`src/rtl/reg_file_bypass.sv`:
```
// rtl/reg_file_bypass.sv - 31x32 register file with x0 hardwired to zero, write-to-read bypass and write counter
module reg_file_bypass #(
    parameter int unsigned BYPASS_EN = 1,
    parameter logic [31:0] RESET_VAL = 32'h0000_0000
) (
    input  logic        i_clk,
    input  logic        i_rstN,
    input  logic        i_rdWren,
    input  logic [4:0]  i_rdAddr,
    input  logic [31:0] i_rdData,
    input  logic [4:0]  i_rs1Addr,
    input  logic [4:0]  i_rs2Addr,
    input  logic [4:0]  i_dbgAddr,
    output logic [31:0] o_rs1Data,
    output logic [31:0] o_rs2Data,
    output logic [31:0] o_dbgData,
    output logic [15:0] o_wrCount
);

    logic [31:0] regs [1:31];
    logic [31:0] view [32];
    logic [31:1] wr_strobe;
    logic        commit;
    logic        bypass_rs1;
    logic        bypass_rs2;
    logic [15:0] wr_count;

    // One-hot decode of the destination; x0 has no strobe so its writes vanish.
    always_comb begin
        wr_strobe = '0;
        for (int i = 1; i < 32; i++) begin
            wr_strobe[i] = i_rdWren && (i_rdAddr == 5'(i));
        end
    end

    assign commit = |wr_strobe;

    always_ff @(posedge i_clk or negedge i_rstN) begin
        if (!i_rstN) begin
            for (int i = 1; i < 32; i++) begin
                regs[i] <= RESET_VAL;
            end
        end else begin
            for (int i = 1; i < 32; i++) begin
                if (wr_strobe[i]) begin
                    regs[i] <= i_rdData;
                end
            end
        end
    end

    always_ff @(posedge i_clk or negedge i_rstN) begin
        if (!i_rstN) begin
            wr_count <= '0;
        end else if (commit && (wr_count != 16'hFFFF)) begin
            wr_count <= wr_count + 16'd1;
        end
    end

    // Full 32-entry view so every read address is in range; entry 0 is constant zero.
    always_comb begin
        view[0] = '0;
        for (int i = 1; i < 32; i++) begin
            view[i] = regs[i];
        end
    end

    // Bypass ignores reset on purpose: the path stays live while writes are blocked.
    assign bypass_rs1 = (BYPASS_EN != 0) && commit && (i_rs1Addr == i_rdAddr);
    assign bypass_rs2 = (BYPASS_EN != 0) && commit && (i_rs2Addr == i_rdAddr);

    assign o_rs1Data = bypass_rs1 ? i_rdData : view[i_rs1Addr];
    assign o_rs2Data = bypass_rs2 ? i_rdData : view[i_rs2Addr];
    assign o_dbgData = view[i_dbgAddr];
    assign o_wrCount = wr_count;

endmodule

```
`config.mk`:
```
export PLATFORM = sky130hd
export DESIGN_NAME = reg_file_bypass
export DESIGN_NICKNAME = d
export VERILOG_FILES = /design/src/rtl/reg_file_bypass.sv
export SDC_FILE = /design/constraint.sdc
export NUM_CORES = 2
export LEC_CHECK = 0
export CORE_AREA = 2 2 334 336
export DETAILED_ROUTE_END_ITERATION = 6
export DIE_AREA = 0 0 336 338
export PLACE_DENSITY = 0.75
export RECOVER_POWER = 100
export SKIP_CTS_REPAIR_TIMING = 1
export SYNTH_ARGS = -nofsm -noshare
export SYNTH_HDL_FRONTEND = slang
export SYNTH_SLANG_ARGS = --single-unit
```
`constraint.sdc`:
```
create_clock -name i_clk -period 3.1 [get_ports i_clk]
set_input_delay 0.62 -clock i_clk [delete_from_list [all_inputs] [get_ports i_clk]]
set_output_delay 0.62 -clock i_clk [all_outputs]
set_load 0.005 [all_outputs]
```
==> run metrics <==
synthesized area per cell 14.5 sq um; Clk pin slew, worst setup/hold paths 0.06 ns; Sink Count 1008; syn nets 4347; yosys warns 0; skew final 0.00196 ns; Final WS setup -0.457 ns; post-synthesis sequential area ratio 40.5%; DR vias/cell 7.37; largest cells by area after synthesis dfrtp_1 41%, mux4_2 24%, mux2_2 21%, mux2i_1 3.6%, clkbuf_1 1.5%; number of I/O port buffers 166; grt total ovfl 0; crit-path cells buf_16, buf_12, buf_16, buf_6, mux4_2, mux4_2, mux2_2, clkdlybuf4s50_1; first-pass GRT wire length 310 mm; Cell Pwr Density 587 mW/mm^2; Synth cell types 46; htree depth 3; fillers 7154; WS Path Type input pin to output port; Die Height 338 microns; Final period util 115%; async set or reset register ratio after synthesis 100%; Hold Slack 0.502 ns; Worst-Skew Late Latency 0.71 ns; Setup Viol. Count Final 84; Placer Congestion 0.914; most common cell after layout, fill and taps aside mux2_2; GR Util All Layers 37.4%; DR vias 47300; worst-margin pin slew 1.71 ns; drt wl/cell 35.3 microns; WP data arrival 2.94 ns; CP Capture Type output port; Initial Util 56.6%; die width 336 microns; Inserted Clock Buffers 110; DRT Pass-1 Iters 6; unrepaired setup endpoints after global routing yes; area delta synth->final 22.9%; drt total wl 226 mm; max cap viols 12; num rows 122; CP startpoint kind input pin; Synth top area share 40.5%; die area 0.114 sq mm; antenna viol nets, final 0; type of the tightest min-delay check register to register; slew margin rel. -14.1%; min cycle time layout 3.56 ns; Crit-path slowest cell mux4_2; Slew Limit Fails 266; DP Wirelength 137 mm; EDFF count, synth 0; share of post-route cells with drive strength above 1 59.8%; worst-path maximum fanout 8; Max Clock Freq 281 MHz; Root Buffer clkbuf_16; Yosys reg bits 1008; DR iter-0 viols 6457; failing checks capacitance limit, slew limit, setup timing; vias in the first global route 46400; Synth Instances 4291; run status complete, but fails checks; post-synthesis instance area 0.0623 sq mm; most frequent cells in the layout 1118 x mux2_2, 1008 x dfrtp_1, 673 x mux4_2, 416 x buf_4, 202 x mux2i_1; Tot Pwr 44.9 mW; Leakage Power 33.2 nW; clk buf depth 3; cell taking the most area after synthesis dfrtp_1; Max VDD drop 0.538 mV; core area 0.110 sq mm; DP Worst Slack -1.27 ns; final net count 4887; Hold Vio Cnt, Final 0; ys flop type dfrtp_1; # IOs 167; Worst EP required 2.48 ns; Remaining DRCs 0; antenna violations before repair 2; largest net degree at the start of global routing 131; CP peak stage delay 0.50 ns; CTS tree done
## cell usage after synthesis (all sizes together) (2+ instances only)
master  number
mux4       673
o311ai      31
nand2       82
xor2         6
a22o        32
a211oi      32
o21ai        2
dfrtp     1008
nand4        8
a21oi       95
xnor2       18
buf        258
nor2b        7
or4          3
nor3         7
and3         2
nor3b        3
nor4         4
clkbuf     242
mux2i      221
nor2       112
o221ai      63
a31oi       66
and4b        2
or2          3
inv          4
mux2      1153
a22oi       63
o22ai       63
nand2b       8
nand3       13
## critical path: cells and delay by family
family	cells	cell delay, ns
buf+inv	5	1.02
mux	3	1.26
## layer usage
layer  up-vias  wire length (microns)  GRT usage [%]
li1      18200                      -              -
met1     24700                  80000           49.6
met2      3591                 101000           56.1
met3       806                  30800           11.1
met4         4                  14600           19.8
met5         -                     34              0
## cell type report
cell class / instances / area [sq um] / area share [%]
multi-input combinational: 2779 / 35700 / 46.7
sequential: 1008 / 25200 / 33.0
timing repair buffer: 928 / 9850 / 12.9
clock buffer: 147 / 3140 / 4.11
tap: 1488 / 1860 / 2.43
clock inverter: 56 / 717 / 0.937
inverter: 4 / 17.5 / 0.0229
antenna: 3 / 7.51 / 0.00981
## power breakdown
group / switching, mW / total (mW) / internal, mW / leakage (nW)
combinational: 4.74 / 12.3 / 7.57 / 18.4
clock: 5.82 / 14.2 / 8.35 / 1.90
sequential: 2.72 / 18.5 / 15.7 / 12.9
## cell families after synthesis
| family | synth area share [%] |
|---|---|
| flip-flops | 40.5 |
| AND/OR/NAND/NOR | 1.81 |
| XOR/XNOR | 0.338 |
| AO/OA/AOI/OAI | 5.03 |
| adder cells (fa/ha/maj) | 0.0201 |
| buffers and inverters | 3.55 |
| multiplexers | 48.7 |
## state kept, by name, indices dropped and copies added, names as in the netlist
register   cells
regs         992
o_wrCount     16
## worst paths after layout
kind / slack, ns / end / cells after the start / startpoint
max in group asynchronous: 0.12 / regs[68]$_DFFE_PN0P_ / 4 / i_rstN
setup reg to reg: 1.04 / o_wrCount[1]$_DFFE_PN0P_ / 4 / o_wrCount[0]$_DFFE_PN0P_
setup / recovery: -0.46 / o_dbgData[14] / 8 / i_dbgAddr[0]
hold reg to reg: 0.50 / o_wrCount[5]$_DFFE_PN0P_ / 1 / o_wrCount[5]$_DFFE_PN0P_
hold / removal: 0.50 / o_wrCount[5]$_DFFE_PN0P_ / 1 / o_wrCount[5]$_DFFE_PN0P_
min in group asynchronous: 0.64 / regs[474]$_DFFE_PN0P_ / 2 / i_rstN
## stage by stage
stage	instances	TNS (ns)	cell area, sq um	util [%]
after floorplan	4291	0	62300	-
after global placement	6014	-77.04	70300	63.9
after detailed placement	6014	-82.51	70300	63.9
after CTS	6217	-76.39	74200	67.4
after global routing	6410	-26.40	76500	69.5
final	6413	-14.65	76500	69.6
Power figures use the tool's default switching activity.
